File: config.mk
export PLATFORM = sky130hd
export DESIGN_NAME = ifp_sequencer_flat
export DESIGN_NICKNAME = d
export VERILOG_FILES = /design/src/rtl/ifp_pkg.sv /design/src/rtl/ifp_sequencer_if.sv /design/src/rtl/ifp_bit_counter.sv /design/src/rtl/ifp_sequencer.sv /design/src/flat_wrapper.sv
export SDC_FILE = /design/constraint.sdc
export NUM_CORES = 1
export LEC_CHECK = 0
export CAP_MARGIN = 20
export CORE_UTILIZATION = 32
export DETAILED_ROUTE_END_ITERATION = 8
export PLACE_DENSITY = 0.62
export SYNTH_ARGS = -nofsm -noshare
export SYNTH_HDL_FRONTEND = slang
export SYNTH_SLANG_ARGS = --single-unit
File: constraint.sdc
create_clock -name clk_i -period 4.2 [get_ports clk_i]
set_input_delay 0.84 -clock clk_i [delete_from_list [all_inputs] [get_ports clk_i]]
set_output_delay 0.84 -clock clk_i [all_outputs]
set_load 0.1 [all_outputs]
File: src/rtl/ifp_pkg.sv
// Shared encodings and phase-length helpers for the ifp array sequencer.
package ifp_pkg;

  // PE phase encodings broadcast on state_o
  localparam logic [1:0] STOP_ST = 2'b00;
  localparam logic [1:0] COST_ST = 2'b01;
  localparam logic [1:0] ROOT_ST = 2'b10;
  localparam logic [1:0] SAVE_ST = 2'b11;

  // Data-type encodings
  localparam logic C8L16 = 1'b0;
  localparam logic C16L8 = 1'b1;

  // Per-PE register image: changed 1, seed 1, pred 4, label 8, complement 8, cost 8, bright 8
  localparam int unsigned SHIFT_BITS = 38;
  localparam int unsigned SAVE_BITS  = 4;

  typedef enum logic [1:0] {
    IDLE,
    LOAD,
    SWEEP,
    UNLOAD
  } fsm_state_e;

  function automatic int unsigned cost_len(input logic data_type);
    return (data_type == C16L8) ? 16 : 8;
  endfunction

  function automatic int unsigned root_len(input logic data_type);
    return (data_type == C8L16) ? 16 : 8;
  endfunction

endpackage

File: src/rtl/ifp_sequencer_if.sv
// Broadcast control bundle between the sequencer and the ifp PE array.
interface ifp_sequencer_if;
  logic       run_o;
  logic [1:0] state_o;
  logic       direction_o;
  logic       carry_in_o;
  logic       mem_send_o;
  logic       mem_receive_o;
  logic [1:0] pathfunction_o;
  logic       neighborhood_o;
  logic       data_type_o;
  logic       activity_i;

  modport master (
    output run_o, state_o, direction_o, carry_in_o, mem_send_o, mem_receive_o,
    output pathfunction_o, neighborhood_o, data_type_o,
    input  activity_i
  );

  modport slave (
    input  run_o, state_o, direction_o, carry_in_o, mem_send_o, mem_receive_o,
    input  pathfunction_o, neighborhood_o, data_type_o,
    output activity_i
  );
endinterface

File: src/rtl/ifp_bit_counter.sv
// Loadable down-counter with terminal-count flag; times shift and phase lengths.
module ifp_bit_counter #(
  parameter int unsigned WIDTH = 8
) (
  input  logic             clk_i,
  input  logic             rst_ni,
  input  logic             load_i,
  input  logic [WIDTH-1:0] load_val_i,
  output logic             tc_o
);

  logic [WIDTH-1:0] count;

  // Load has priority; otherwise count down and park at zero
  always_ff @(posedge clk_i or negedge rst_ni) begin
    if (!rst_ni) begin
      count <= '0;
    end else if (load_i) begin
      count <= load_val_i;
    end else if (count != '0) begin
      count <= count - 1'b1;
    end
  end

  assign tc_o = (count == '0);

endmodule

File: src/rtl/ifp_sequencer.sv
// Sequencer for the ifp PE chain: shift image in, run propagation sweeps, shift results out.
module ifp_sequencer
  import ifp_pkg::*;
#(
  parameter int unsigned CHAIN_LEN = 4,
  parameter int unsigned ITER_W    = 8,
  parameter int unsigned ACT_LAT   = 2
) (
  input  logic              clk_i,
  input  logic              rst_ni,
  input  logic              start_i,
  input  logic              abort_i,
  input  logic [1:0]        cfg_pathfunction_i,
  input  logic              cfg_neighborhood_i,
  input  logic              cfg_data_type_i,
  input  logic [ITER_W-1:0] cfg_max_iter_i,
  output logic              busy_o,
  output logic              done_o,
  output logic              converged_o,
  output logic [ITER_W-1:0] iter_o,
  ifp_sequencer_if.master   pe
);

  localparam int unsigned SHIFT_CYCLES = SHIFT_BITS * CHAIN_LEN;
  localparam int unsigned CNT_W        = $clog2(SHIFT_CYCLES);
  localparam int unsigned LAT_W        = (ACT_LAT < 1) ? 1 : $clog2(ACT_LAT + 1);
  localparam logic [CNT_W-1:0] SHIFT_LOAD = CNT_W'(SHIFT_CYCLES - 1);

  fsm_state_e        fsm_q, fsm_d;
  logic [1:0]        state_d;
  logic              dir_d, run_d, carry_d, send_d, recv_d, done_d, conv_d;
  logic [ITER_W-1:0] iter_d, iter_sat, iter_lim;
  logic              cfg_latch, cnt_load, cnt_tc, leave_cost;
  logic [CNT_W-1:0]  cnt_val;
  logic [LAT_W-1:0]  post_cnt;
  logic              act_q, act_win, iter_start;

  ifp_bit_counter #(.WIDTH(CNT_W)) u_cnt (
    .clk_i      (clk_i),
    .rst_ni     (rst_ni),
    .load_i     (cnt_load),
    .load_val_i (cnt_val),
    .tc_o       (cnt_tc)
  );

  assign iter_sat   = (iter_o == '1) ? iter_o : iter_o + 1'b1;
  assign iter_lim   = (cfg_max_iter_i == '0) ? ITER_W'(1) : cfg_max_iter_i;
  assign act_win    = ((fsm_q == SWEEP) && (pe.state_o == COST_ST)) || (post_cnt != '0);
  assign iter_start = (fsm_q == SWEEP) && (pe.state_o == STOP_ST) && !pe.direction_o;

  // Next-state and phase sequencing; counter is loaded with (length-1) on each phase entry
  always_comb begin
    fsm_d      = fsm_q;
    state_d    = pe.state_o;
    dir_d      = pe.direction_o;
    run_d      = pe.run_o;
    carry_d    = 1'b0;
    send_d     = pe.mem_send_o;
    recv_d     = pe.mem_receive_o;
    done_d     = 1'b0;
    conv_d     = converged_o;
    iter_d     = iter_o;
    cfg_latch  = 1'b0;
    cnt_load   = 1'b0;
    cnt_val    = '0;
    leave_cost = 1'b0;
    case (fsm_q)
      IDLE: begin
        if (start_i) begin
          fsm_d     = LOAD;
          send_d    = 1'b1;
          iter_d    = '0;
          conv_d    = 1'b0;
          cfg_latch = 1'b1;
          cnt_load  = 1'b1;
          cnt_val   = SHIFT_LOAD;
        end
      end
      LOAD: begin
        if (cnt_tc) begin
          fsm_d    = SWEEP;
          send_d   = 1'b0;
          run_d    = 1'b1;
          state_d  = STOP_ST;
          dir_d    = 1'b0;
          cnt_load = 1'b1;
        end
      end
      SWEEP: begin
        if (cnt_tc) begin
          cnt_load = 1'b1;
          case (pe.state_o)
            STOP_ST: begin
              state_d = COST_ST;
              cnt_val = CNT_W'(cost_len(pe.data_type_o) - 1);
            end
            COST_ST: begin
              state_d    = ROOT_ST;
              carry_d    = 1'b1;
              leave_cost = 1'b1;
              cnt_val    = CNT_W'(root_len(pe.data_type_o) - 1);
            end
            ROOT_ST: begin
              state_d = SAVE_ST;
              cnt_val = CNT_W'(SAVE_BITS - 1);
            end
            SAVE_ST: begin
              state_d = STOP_ST;
              if (!pe.direction_o) begin
                dir_d = 1'b1;
              end else begin
                dir_d  = 1'b0;
                iter_d = iter_sat;
                if (!act_q || (iter_sat >= iter_lim)) begin
                  fsm_d   = UNLOAD;
                  run_d   = 1'b0;
                  recv_d  = 1'b1;
                  conv_d  = !act_q;
                  cnt_val = SHIFT_LOAD;
                end
              end
            end
          endcase
        end
      end
      UNLOAD: begin
        if (cnt_tc) begin
          fsm_d  = IDLE;
          recv_d = 1'b0;
          done_d = 1'b1;
        end
      end
      default: fsm_d = IDLE;
    endcase
    // Abort overrides whatever the case above decided, including a same-cycle start
    if (abort_i) begin
      fsm_d      = IDLE;
      state_d    = STOP_ST;
      dir_d      = 1'b0;
      run_d      = 1'b0;
      carry_d    = 1'b0;
      send_d     = 1'b0;
      recv_d     = 1'b0;
      done_d     = 1'b0;
      conv_d     = converged_o;
      iter_d     = iter_o;
      cfg_latch  = 1'b0;
      cnt_load   = 1'b0;
      leave_cost = 1'b0;
    end
  end

  // Registered FSM state and all outputs
  always_ff @(posedge clk_i or negedge rst_ni) begin
    if (!rst_ni) begin
      fsm_q             <= IDLE;
      busy_o            <= 1'b0;
      done_o            <= 1'b0;
      converged_o       <= 1'b0;
      iter_o            <= '0;
      pe.run_o          <= 1'b0;
      pe.state_o        <= STOP_ST;
      pe.direction_o    <= 1'b0;
      pe.carry_in_o     <= 1'b0;
      pe.mem_send_o     <= 1'b0;
      pe.mem_receive_o  <= 1'b0;
      pe.pathfunction_o <= '0;
      pe.neighborhood_o <= 1'b0;
      pe.data_type_o    <= 1'b0;
    end else begin
      fsm_q            <= fsm_d;
      busy_o           <= (fsm_d != IDLE);
      done_o           <= done_d;
      converged_o      <= conv_d;
      iter_o           <= iter_d;
      pe.run_o         <= run_d;
      pe.state_o       <= state_d;
      pe.direction_o   <= dir_d;
      pe.carry_in_o    <= carry_d;
      pe.mem_send_o    <= send_d;
      pe.mem_receive_o <= recv_d;
      if (cfg_latch) begin
        pe.pathfunction_o <= cfg_pathfunction_i;
        pe.neighborhood_o <= cfg_neighborhood_i;
        pe.data_type_o    <= cfg_data_type_i;
      end
    end
  end

  // Post-COST acceptance window covering the PE passage-register latency
  always_ff @(posedge clk_i or negedge rst_ni) begin
    if (!rst_ni) begin
      post_cnt <= '0;
    end else if (abort_i) begin
      post_cnt <= '0;
    end else if (leave_cost) begin
      post_cnt <= LAT_W'(ACT_LAT);
    end else if (post_cnt != '0) begin
      post_cnt <= post_cnt - 1'b1;
    end
  end

  // Sticky per-iteration activity flag
  always_ff @(posedge clk_i or negedge rst_ni) begin
    if (!rst_ni) begin
      act_q <= 1'b0;
    end else if (iter_start) begin
      act_q <= 1'b0;
    end else if (act_win && pe.activity_i) begin
      act_q <= 1'b1;
    end
  end

endmodule

File: src/flat_wrapper.sv
// flat-port wrapper written by rule: the top's interface ports become plain ports
module ifp_sequencer_flat import ifp_pkg::*;
#(
  parameter int unsigned CHAIN_LEN = 4,
  parameter int unsigned ITER_W    = 8,
  parameter int unsigned ACT_LAT   = 2
)
  (clk_i, rst_ni, start_i, abort_i, cfg_pathfunction_i, cfg_neighborhood_i, cfg_data_type_i, cfg_max_iter_i, busy_o, done_o, converged_o, iter_o, pe_run_o, pe_state_o, pe_direction_o, pe_carry_in_o, pe_mem_send_o, pe_mem_receive_o, pe_pathfunction_o, pe_neighborhood_o, pe_data_type_o, pe_activity_i);
  ifp_sequencer_if pe_i ();
  input  logic clk_i;
  input  logic rst_ni;
  input  logic start_i;
  input  logic abort_i;
  input  logic [1:0] cfg_pathfunction_i;
  input  logic cfg_neighborhood_i;
  input  logic cfg_data_type_i;
  input  logic [ITER_W-1:0] cfg_max_iter_i;
  output logic busy_o;
  output logic done_o;
  output logic converged_o;
  output logic [ITER_W-1:0] iter_o;
  output wire logic [$bits(pe_i.run_o)-1:0] pe_run_o;
  output wire logic [$bits(pe_i.state_o)-1:0] pe_state_o;
  output wire logic [$bits(pe_i.direction_o)-1:0] pe_direction_o;
  output wire logic [$bits(pe_i.carry_in_o)-1:0] pe_carry_in_o;
  output wire logic [$bits(pe_i.mem_send_o)-1:0] pe_mem_send_o;
  output wire logic [$bits(pe_i.mem_receive_o)-1:0] pe_mem_receive_o;
  output wire logic [$bits(pe_i.pathfunction_o)-1:0] pe_pathfunction_o;
  output wire logic [$bits(pe_i.neighborhood_o)-1:0] pe_neighborhood_o;
  output wire logic [$bits(pe_i.data_type_o)-1:0] pe_data_type_o;
  input wire logic [$bits(pe_i.activity_i)-1:0] pe_activity_i;
  assign pe_run_o = pe_i.run_o;
  assign pe_state_o = pe_i.state_o;
  assign pe_direction_o = pe_i.direction_o;
  assign pe_carry_in_o = pe_i.carry_in_o;
  assign pe_mem_send_o = pe_i.mem_send_o;
  assign pe_mem_receive_o = pe_i.mem_receive_o;
  assign pe_pathfunction_o = pe_i.pathfunction_o;
  assign pe_neighborhood_o = pe_i.neighborhood_o;
  assign pe_data_type_o = pe_i.data_type_o;
  assign pe_i.activity_i = pe_activity_i;
  ifp_sequencer #(.CHAIN_LEN(CHAIN_LEN), .ITER_W(ITER_W), .ACT_LAT(ACT_LAT)) u_core (.clk_i(clk_i), .rst_ni(rst_ni), .start_i(start_i), .abort_i(abort_i), .cfg_pathfunction_i(cfg_pathfunction_i), .cfg_neighborhood_i(cfg_neighborhood_i), .cfg_data_type_i(cfg_data_type_i), .cfg_max_iter_i(cfg_max_iter_i), .busy_o(busy_o), .done_o(done_o), .converged_o(converged_o), .iter_o(iter_o), .pe(pe_i));
endmodule
==> qor.csv, run 1 <==
stage,metric,value,unit
power_and_ir_drop,Pwr per Cell Area,547,nW/um^2
power_and_ir_drop,Static Leak,0.00126,uW
cts,cts hold-fix bufs,0,
worst_setup_path,crit-path max cell delay,0.68,ns
final_layout,Layout area overhead,22.3,%
worst_setup_path,Levels on crit path,11,
timing,Fin Setup TNS,0,ns
global_routing,largest net degree at the start of global routing,36,
min_path,Hold Path Cell Cnt,1,
placement,Post-DP HPWL,4240,um
yosys,Synth area leader,dfrtp_1,
final_layout,share of cells above drive strength 1,0.0957,
timing,highest clock rate,291,MHz
worst_setup_path,kind of critical path,reg2reg,
power_and_ir_drop,Tot Pwr,1600,uW
cts,root buf cell,clkbuf_8,
yosys,syn avg cell area,9.08,sq um
power_and_ir_drop,P_int,836,uW
worst_setup_path,crit-path most repeated cell,ha_1,
global_routing,vias in the first global route,1938,
yosys,"EDFF count, synth",0,
floorplan,placement row count,31,
floorplan,Core Box Area,7250,sq um
cts,TritonCTS Sinks,35,
cts,CTS Buf Count,5,
floorplan,Initial Utilization,0.330,
timing,Final Max Slew Viols,0,
worst_setup_path,CP Capture Type,flip-flop,
power_and_ir_drop,Net Sw Frac,0.478,
run,Max Cap Viol,0,
final_layout,ant diodes,0,
yosys,"count leader, synth",dfrtp_1,
yosys,Synth Flop Type,dfrtp_1,
global_routing,overall routing resource usage,0.154,
timing,minimum clock period,3.43,ns
yosys,ys async rst share,1.00,
yosys,Commonest cells post-synth,"dfrtp_1 (35), nor2_1 (26), a21oi_1 (24), inv_1 (23), ha_1 (21)",
floorplan,Die ar.,7840,sq um
power_and_ir_drop,sequential power share,0.321,
min_path,Hold Path Class,reg2reg,
timing,Tightest Pin Transition,0.973,ns
power_and_ir_drop,P_sw,767,uW
cts,CTS tree,done,
placement,routability cong.,0.843,
cts,"Clk Latency, worst-skew pair",0.29,ns
power_and_ir_drop,Comb power frac,0.528,
cts,H-tree depth,2,
global_routing,Overflow after GRT,0,
placement,pre-CTS WS,0.788,ns
worst_setup_path,critical path cell sequence,"ha_1, nand2_1, or4_1, mux2_2, ha_1, a31oi_1, nor2b_1, o211ai_1, a21o_1, nor3b_1, o32ai_1",
timing,final setup violating endpoints,0,
yosys,post-synthesis sequential area ratio,0.366,
global_routing,first-pass GRT wire length,9210,um
yosys,Mapped Nets,302,
run_status,status,"finished, final reports clean",
cts,Longest Clk Path Bufs,2,
yosys,Synth area leaders,"dfrtp_1 (37%), ha_1 (11%), a21oi_1 (5.0%)",
worst_setup_path,critical path's slowest cell,or4_1,
final_layout,Layout Nets,340,
floorplan,Die H,88.5,um
drt,detailed-route wire length per cell,14.3,um
worst_setup_path,highest net fanout along the worst path,9,
drt,WL final,5750,um
yosys,Syn Inst Count,264,
power_and_ir_drop,power share of the clock group,0.151,
cts,"Clk pin slew, worst setup/hold paths",0.08,ns
cts,"Gates resized, CTS repair",0,
timing,Rel. slew slack,0.349,
drt,vias,2060,
drt,drt first-iter violations,70,
yosys,post-synth top area share,0.366,
yosys,Mapped Area,2400,sq um
placement,Port Buf Inserts,38,
timing,Setup Skew,0.00674,ns
drt,number of iterations in the first detailed-routing pass,5,
cts,setup bufs post-CTS,0,
timing,RSZ-0062 raised after global routing,false,
worst_setup_path,buffer and inverter count on the worst path,0,
worst_setup_path,crit path launch type,flip-flop,
drt,Vias per Instance,5.12,
timing,Final period util,0.818,
worst_setup_path,critical path arrival,3.60,ns
power_and_ir_drop,Max VDD drop,0.362,mV
worst_setup_path,CP required,4.36,ns
timing,Final Hold Viols,0,
global_routing,initial antenna violation count,0,
timing,setup ws final,0.766,ns
worst_setup_path,cell family with most CP delay,simple AND/OR/NAND/NOR gates,
yosys,"FF+latch count, synth",35,
yosys,distinct cell type count after synthesis,56,
floorplan,Die X-Extent,88.5,um
yosys,Syn. warnings,0,
floorplan,io pins,39,
worst_setup_path,FF-to-FF path depth,11,
drt,Final ANT Viol Nets,0,
drt,DRC errors left,0,
## power groups by stage
| stage | Combinational [uW] | Sequential (uW) | Clock (uW) |
|---|---|---|---|
| finish | 846 | 514 | 242 |
| global route | 919 | 525 | 264 |
| CTS | 846 | 513 | 251 |
| detailed placement | 843 | 517 | 0 |
| global placement | 831 | 516 | 0 |
| floorplan | 419 | 745 | 0 |
## registers in the layout, summed over array words and instances, names as in the netlist, 2 cells and up
name                      count
u_core.iter_o                 8
u_core.pe.state_o             2
u_core.fsm_q                  2
u_core.pe.pathfunction_o      2
u_core.post_cnt               2
u_core.u_cnt.count            8
## per-layer routing
layer  vias to the layer above  routed length [um]  share of wire  global-route usage
met5                         -                   0              0                   0
met4                         0                  77          0.013              0.0543
met3                         7                 316          0.055              0.0364
met2                        66                2570           0.45               0.240
met1                       971                2780           0.48               0.209
li1                       1016                   -              -                   -
## area by class of cell
class                   instances  area, sq um
repair buffers                 39          383
inverters                      23         86.3
clock buffers                   6         72.6
multi-input cells             198         1380
flip-flops and latches         35          876
clock inverters                 2         12.5
well taps                      99          124
fillers                       746         4320
## cell usage in the layout, fill, tap and decap left out, types with 2 or more instances in the layout
master           instances
clkdlybuf4s50_1         37
dfrtp_1                 35
nor2_1                  26
a21oi_1                 24
inv_1                   23
ha_1                    21
nand2_1                 16
nand3_1                 11
o21ai_0                 10
nor3_1                   9
mux2_2                   6
nand2b_1                 5
a31oi_1                  5
clkbuf_8                 5
o21a_1                   4
xnor2_1                  4
o211ai_1                 4
a21o_1                   3
and3_1                   3
nor2b_1                  3
a211oi_1                 3
a22o_2                   3
or4_1                    2
and2_2                   2
nor3b_1                  2
o32ai_1                  2
xor2_1                   2
o21bai_1                 2
## metrics by stage
| step | util | cell area, sq um | cells | hold WS, ns |
|---|---|---|---|---|
| finish | 0.404 | 2930 | 402 | 0.514 |
| floorplan | - | 2400 | 264 | 0.490 |
| global route | 0.404 | 2930 | 402 | 0.537 |
| detailed placement | 0.392 | 2850 | 394 | 0.503 |
| global placement | 0.392 | 2850 | 394 | 0.488 |
| CTS | 0.404 | 2930 | 402 | 0.521 |
## kinds of logic after synthesis
kind of cell	count (synthesis)	synth area share
AO/OA/AOI/OAI	73	0.205
XOR/XNOR	6	0.0219
adder cells (fa/ha/maj)	21	0.110
buffers and inverters	31	0.0600
flip-flops	35	0.366
multiplexers	7	0.0324
AND/OR/NAND/NOR	91	0.206
## worst paths after layout
check	from	endpoint	slack (ns)
worst max-delay path	u_core.iter_o[0]$_DFFE_PN0P_	u_core.busy_o$_DFF_PN0_	0.77
worst min-delay path	u_core.pe.neighborhood_o$_DFFE_PN0P_	u_core.pe.neighborhood_o$_DFFE_PN0P_	0.51
worst max register to register	u_core.iter_o[0]$_DFFE_PN0P_	u_core.busy_o$_DFF_PN0_	0.77
worst min register to register	u_core.pe.neighborhood_o$_DFFE_PN0P_	u_core.pe.neighborhood_o$_DFFE_PN0P_	0.51
max in group asynchronous	rst_ni	u_core.u_cnt.count[3]$_DFFE_PN0P_	3.05
min in group asynchronous	rst_ni	u_core.u_cnt.count[4]$_DFFE_PN0P_	0.64
(Power assumes the default switching activity.)
==> run 2, diff against run 1 <==
--- a/config.mk
+++ b/config.mk
@@ -8,7 +8,7 @@
 export CAP_MARGIN = 20
 export CORE_UTILIZATION = 32
 export DETAILED_ROUTE_END_ITERATION = 8
-export PLACE_DENSITY = 0.62
+export PLACE_DENSITY = 0.64
 export SYNTH_ARGS = -nofsm -noshare
 export SYNTH_HDL_FRONTEND = slang
 export SYNTH_SLANG_ARGS = --single-unit
==> constraint.sdc (replaced) <==
create_clock -name clk_i -period 3.11 [get_ports clk_i]
set_input_delay 0.622 -clock clk_i [delete_from_list [all_inputs] [get_ports clk_i]]
set_output_delay 0.622 -clock clk_i [all_outputs]
set_load 0.1 [all_outputs]
==> run 2 against run 1 <==
Compared with the run above:
- clock-buffer cell count increased by 1
- via count increased by 0.68%
- sequential cell count unchanged
- clock power increased by 36%
- core utilization increased by 0.67 points
- register-to-register slack got worse by 0.66 ns
- non-clock buffer count increased by 4
- cell count increased by 1.0%
==> qor.csv, run 2 (synthesized netlist as in run 1, its figures left out) <==
stage,metric,value,unit,change
timing,Tightest Pin Transition,0.470,ns,-0.504 ns
global_routing,Overflow after GRT,0,,unchanged
worst_setup_path,crit-path max cell delay,0.54,ns,-0.14 ns
global_routing,overall routing resource usage,0.163,,+0.00922
final_layout,Multi-input gate area,1430,sq um,+4.2%
final_layout,Layout area overhead,24.3,%,
cts,TritonCTS Sinks,35,,unchanged
timing,Final Hold Viols,0,,unchanged
placement,Post-DP HPWL,4360,um,+2.8%
final_layout,"commonest non-fill, non-tap cells in the layout","buf_4 (27), dfrtp_1 (27), nor2_1 (26)",,
placement,pre-CTS WS,0.0159,ns,-0.772 ns
placement,routability cong.,0.892,,+5.8%
worst_setup_path,critical path cell sequence,"ha_4, nand2_1, or4_4, mux2_2, ha_4, a31oi_1, nor2b_1, o211ai_1, a21o_1, nor3b_2, o32ai_1",,
cts,Longest Clk Path Bufs,2,,unchanged
cts,root buf cell,clkbuf_8,,
worst_setup_path,critical path arrival,3.17,ns,-0.43 ns
cts,"Clk pin slew, worst setup/hold paths",0.07,ns,about the same
worst_setup_path,kind of critical path,reg2reg,,
cts,CTS Buf Count,5,,unchanged
timing,highest clock rate,333,MHz,+14%
floorplan,Initial Utilization,0.330,,unchanged
drt,number of iterations in the first detailed-routing pass,4,,-1
cts,setup bufs post-CTS,0,,unchanged
final_layout,ant diodes,0,,unchanged
floorplan,Core Box Area,7250,sq um,unchanged
timing,setup ws final,0.104,ns,-0.662 ns
floorplan,placement row count,31,,unchanged
final_layout,Layout Nets,344,,+1.2%
final_layout,FILL cells,750,,+0.54%
drt,drt first-iter violations,93,,+33%
drt,detailed-route wire length per cell,14.6,um,+1.8%
global_routing,vias in the first global route,2127,,+9.8%
timing,minimum clock period,3.01,ns,-0.428 ns
final_layout,Register Area,891,sq um,+1.7%
worst_setup_path,Crit Reg-Reg Startpoint,u_core.iter_o[1]$_DFFE_PN0P_,,
cts,H-tree depth,2,,unchanged
min_path,hold_sp,u_core.pe.pathfunction_o[0]$_DFFE_PN0P_,,
worst_setup_path,critical path's slowest cell,or4_4,,
global_routing,largest net degree at the start of global routing,36,,unchanged
timing,Rel. slew slack,0.687,,+0.338
drt,Final ANT Viol Nets,0,,unchanged
floorplan,Die X-Extent,88.5,um,unchanged
cts,"Clk Latency, worst-skew pair",0.30,ns,about the same
floorplan,Die ar.,7840,sq um,unchanged
min_path,Hold Path Class,reg2reg,,
worst_setup_path,crit-path most repeated cell,ha_4,,
floorplan,Die H,88.5,um,unchanged
timing,Final Max Slew Viols,0,,unchanged
worst_setup_path,CP startpoint,u_core.iter_o[1]$_DFFE_PN0P_,,
timing,Setup Skew,0.00834,ns,+0.00160 ns
drt,WL final,5920,um,+2.9%
placement,Port Buf Inserts,38,,unchanged
timing,WHS,0.513,ns,-0.000620 ns
final_layout,Top Registers,"u_core.iter_o x8, u_core.u_cnt.count x8",,
power_and_ir_drop,Pwr per Cell Area,730,nW/um^2,+34%
drt,Vias per Instance,5.11,,-0.31%
power_and_ir_drop,Static Leak,0.00130,uW,+3.5%
final_layout,share of cells above drive strength 1,0.231,,+0.136
global_routing,first-pass GRT wire length,9840,um,+6.8%
cts,cts hold-fix bufs,0,,unchanged
drt,DRC errors left,0,,unchanged
power_and_ir_drop,Max VDD drop,0.545,mV,+51%
timing,final setup violating endpoints,0,,unchanged
worst_setup_path,highest net fanout along the worst path,6,,-3
run_status,status,"finished, final reports clean",,
worst_setup_path,crit path launch type,flip-flop,,
worst_setup_path,CP Capture Type,flip-flop,,
timing,Final period util,0.967,,+0.149
run,Max Cap Viol,0,,unchanged
floorplan,io pins,39,,unchanged
drt,vias,2074,,+0.68%
cts,CTS tree,done,,
worst_setup_path,CP required,3.28,ns,-1.08 ns
global_routing,initial antenna violation count,0,,unchanged
[run 2: repair_timing]
action / 4_1_cts / 5_1_grt
endpoints found under the hold margin: 0 / 0
endpoints found under the setup margin: 1 / 5
pin swaps: 0 / 3
resized for setup: 2 / 4
[run 2: layout make-up]
type	instances	area share
Tap cell	99	0.0416
Timing Repair Buffer	43	0.122
Multi-Input combinational cell	198	0.481
Clock inverter	1	0.00168
Sequential cell	35	0.299
Clock buffer	7	0.0256
Inverter	23	0.0290
[run 2: final timing paths]
path                                                      endpoint  slack (ns)  cells past startpoint
max in group asynchronous             u_core.iter_o[0]$_DFFE_PN0P_        2.00                      2
hold reg to reg            u_core.pe.pathfunction_o[0]$_DFFE_PN0P_        0.51                      1
hold / removal             u_core.pe.pathfunction_o[0]$_DFFE_PN0P_        0.51                      1
setup / recovery                           u_core.busy_o$_DFF_PN0_        0.10                     11
min in group asynchronous             u_core.iter_o[7]$_DFFE_PN0P_        0.74                      2
setup reg to reg                           u_core.busy_o$_DFF_PN0_        0.10                     11
[run 2: worst max-delay path, delay by kind of cell (launching register included)]
kind / cells / cell delay (ns)
multiplexers: 1 / 0.32
AO/OA/AOI/OAI: 4 / 0.80
adder cells (fa/ha/maj): 2 / 0.41
AND/OR/NAND/NOR: 4 / 0.90
flip-flops: 1 / 0.45
[run 2: through the flow]
step | total power (uW) | setup TNS, ns | util | cell area [sq um] | instances
after global placement | 1820 | 0 | 0.396 | 2880 | 398
after detailed placement | 1840 | 0 | 0.396 | 2880 | 398
final | 2180 | 0 | 0.411 | 2980 | 406
after global routing | 2330 | -0.0189 | 0.411 | 2980 | 406
after floorplan | 1580 | 0 | - | 2450 | 264
after CTS | 2180 | 0 | 0.408 | 2960 | 406
[run 2: routing by layer]
metal,track usage,up-vias,share of wire
li1,-,1024,-
met1,0.206,988,0.47
met2,0.278,56,0.46
met3,0.0392,6,0.052
met4,0.0484,0,0.013
met5,0,-,0
[run 2: power by group]
part / internal (uW) / switching [uW]
Combinational: 386 / 763
Sequential: 579 / 116
Clock: 157 / 173
==> run 3, diff against run 2 <==
--- a/config.mk
+++ b/config.mk
@@ -8,6 +8,8 @@
 export CAP_MARGIN = 20
 export CORE_UTILIZATION = 32
 export DETAILED_ROUTE_END_ITERATION = 8
+export GPL_TIMING_DRIVEN = 0
+export MAX_ROUTING_LAYER = met4
 export PLACE_DENSITY = 0.64
 export SYNTH_ARGS = -nofsm -noshare
 export SYNTH_HDL_FRONTEND = slang
==> run 3 against run 2 <==
Compared with the run above:
- global-route usage rose by 0.085 points
- cell count rose by 3.0%
- die area did not move
- routed wire length rose by 0.49%
- core utilization rose by 2.2 points
- register-to-register slack got worse by 0.08 ns
- maximum frequency fell by 2.6%
- non-clock buffer count rose by 12
==> qor.csv, run 3 (synthesized netlist as in run 1, its figures left out) <==
stage,metric,value,unit,change
run_status,status,"finished, final reports clean",,
placement,placed insts,401,,+0.75%
cts,root buf cell,clkbuf_8,,
final_layout,Multi-input gate area,1450,sq um,+1.3%
final_layout,non-filler instance count after layout,418,,+3.0%
placement,Post-DP HPWL,4300,um,-1.4%
floorplan,io pins,39,,unchanged
final_layout,Layout Nets,356,,+3.5%
final_layout,FILL cells,738,,-1.6%
drt,Vias per Instance,5.13,,+0.50%
worst_setup_path,FF-to-FF path depth,12,,+1
timing,Setup Skew,0.0104,ns,+0.00207 ns
global_routing,overall routing resource usage,0.164,,+0.000845
cts,"Clk Latency, worst-skew pair",0.28,ns,-0.02 ns
worst_setup_path,highest net fanout along the worst path,5,,-1
cts,H-tree depth,2,,unchanged
power_and_ir_drop,power share of the clock group,0.143,,-0.009
global_routing,initial antenna violation count,0,,unchanged
floorplan,Die H,88.5,um,unchanged
global_routing,vias in the first global route,2092,,-1.6%
timing,highest clock rate,324,MHz,-2.6%
timing,final setup violating endpoints,0,,unchanged
power_and_ir_drop,Comb power frac,0.542,,+0.014
drt,vias,2146,,+3.5%
cts,"Clk pin slew, worst setup/hold paths",0.07,ns,about the same
timing,Tightest Pin Transition,0.977,ns,+0.508 ns
final_layout,Layout area overhead,30.9,%,
worst_setup_path,crit path launch type,flip-flop,,
final_layout,ant diodes,0,,unchanged
timing,Final Hold Viols,0,,unchanged
floorplan,Die ar.,7840,sq um,unchanged
global_routing,largest net degree at the start of global routing,36,,unchanged
floorplan,Core Box Area,7250,sq um,unchanged
worst_setup_path,R2R setup slack,0.02,ns,-0.08 ns
placement,routability cong.,0.876,,-1.8%
power_and_ir_drop,Max VDD drop,0.501,mV,-8.2%
final_layout,share of cells above drive strength 1,0.188,,-0.0432
final_layout,"commonest non-fill, non-tap cells in the layout","clkdlybuf4s50_1 (37), dfrtp_1 (27), nor2_1 (26)",,
drt,DRC errors left,0,,unchanged
timing,Final Max Slew Viols,0,,unchanged
placement,Port Buf Inserts,38,,unchanged
timing,Rel. slew slack,0.346,,-0.340
cts,CTS tree,done,,
final_layout,utilization after layout,0.432,,+0.0217
power_and_ir_drop,Net Sw Frac,0.474,,-0.00956
final_layout,"commonest non-fill, non-tap cell in the layout",clkdlybuf4s50_1,,
drt,drt first-iter violations,98,,+5.4%
final_layout,Register Area,891,sq um,unchanged
drt,Final ANT Viol Nets,0,,unchanged
cts,CTS Buf Count,5,,unchanged
floorplan,Initial Utilization,0.330,,unchanged
drt,number of iterations in the first detailed-routing pass,4,,unchanged
worst_setup_path,CP required,3.25,ns,-0.03 ns
worst_setup_path,CP Capture Type,flip-flop,,
power_and_ir_drop,P_sw,1040,uW,-1.0%
timing,RSZ-0062 raised after global routing,true,,
final_layout,Top Registers,"u_core.iter_o x8, u_core.u_cnt.count x8",,
power_and_ir_drop,Static Leak,0.00133,uW,+2.0%
min_path,Hold Path Class,in2async,,
power_and_ir_drop,sequential power share,0.314,,-0.006
timing,minimum clock period,3.09,ns,+0.0796 ns
cts,cts hold-fix bufs,0,,unchanged
worst_setup_path,Crit Reg-Reg Startpoint,u_core.iter_o[1]$_DFFE_PN0P_,,
drt,WL final,5950,um,+0.49%
power_and_ir_drop,Pwr per Cell Area,700,nW/um^2,-4.1%
power_and_ir_drop,P_int,1150,uW,+2.8%
worst_setup_path,reg2reg end,u_core.pe.run_o$_DFFE_PN0P_,,
cts,Longest Clk Path Bufs,2,,unchanged
floorplan,placement row count,31,,unchanged
worst_setup_path,kind of critical path,reg2reg,,
global_routing,Overflow after GRT,0,,unchanged
timing,Final period util,0.992,,+0.0256
worst_setup_path,critical path arrival,3.22,ns,+0.05 ns
global_routing,first-pass GRT wire length,9690,um,-1.5%
cts,TritonCTS Sinks,35,,unchanged
floorplan,Die X-Extent,88.5,um,unchanged
run,Max Cap Viol,0,,unchanged
drt,detailed-route wire length per cell,14.2,um,-2.4%
[run 3: changes by cell type in the layout (fill, tap and decap cells not counted), moves of 3 or more]
cell	previous run	this run
clkdlybuf4s50_1	16	37
buf_6	0	3
buf_4	27	7
buf_2	0	4
clkbuf_1	2	5
[run 3: per-stage QoR]
stage               setup TNS (ns)  total power [uW]  setup slack (ns)  area, sq um  hold slack (ns)
floorplan                        0              1580           0.00770         2450            0.326
global placement            -0.131              1840           -0.0517         2950            0.488
detailed placement          -0.186              1860            -0.117         2950            0.497
CTS                              0              2190           0.00902         3100            0.462
global route                -0.446              2350            -0.124         3140            0.501
finish                           0              2200            0.0243         3140            0.429
[run 3: repair_timing]
item                                    4_1_cts  5_1_grt
endpoints found under the setup margin        4        4
resized for setup                             4        6
pin swaps                                     6        8
buffers inserted                              7        1
gates cloned                                  1        0
[run 3: final cells by class]
cell class | count | share of cell area
Clock buffer | 7 | 0.0243
Sequential cell | 35 | 0.284
Inverter | 23 | 0.0275
Timing Repair Buffer | 47 | 0.142
Tap cell | 99 | 0.0395
Clock inverter | 1 | 0.00160
Buffer | 8 | 0.0183
Multi-Input combinational cell | 198 | 0.463
[run 3: power by group through the flow]
stage	Clock (uW)	Combinational (uW)	Sequential [uW]
2_1_floorplan	0	576	1010
3_3_place_gp	0	1150	695
3_5_place_dp	0	1160	699
4_1_cts	331	1170	691
5_1_grt	350	1290	711
6_report	314	1190	690
[run 3: how the worst max path moves through the flow]
stage                                 startpoint  slack (ns)  cells after the start                           endpoint
floorplan           u_core.iter_o[0]$_DFFE_PN0P_       0.008                     11        u_core.pe.run_o$_DFFE_PN0P_
global placement    u_core.iter_o[0]$_DFFE_PN0P_       -0.05                     12  u_core.u_cnt.count[4]$_DFFE_PN0P_
detailed placement             cfg_max_iter_i[4]       -0.12                      9        u_core.pe.run_o$_DFFE_PN0P_
CTS                 u_core.iter_o[0]$_DFFE_PN0P_       0.009                     12            u_core.busy_o$_DFF_PN0_
global route        u_core.iter_o[1]$_DFFE_PN0P_       -0.12                     13            u_core.busy_o$_DFF_PN0_
finish              u_core.iter_o[1]$_DFFE_PN0P_        0.02                     12        u_core.pe.run_o$_DFFE_PN0P_
[run 3: routing by layer]
layer	GRT usage	part of all wire	wire, um	vias to the layer above
li1	-	-	-	1050
met1	0.213	0.46	2760	1036
met2	0.271	0.48	2870	56
met3	0.0252	0.046	276	4
met4	0.0352	0.0064	38	0
met5	-	0	0	-
[run 3: worst max-delay path, cell delays in order, from the launching register on]
cell and delay (ns):
dfrtp_4 0.43, ha_4 0.14, nand2_2 0.05, or4_4 0.52, buf_6 0.15, buf_6 0.11, xnor2_2 0.12, ha_1 0.28
a31oi_1 0.17, nor2b_1 0.09, o211ai_1 0.30, a21boi_2 0.15, a2111oi_1 0.42
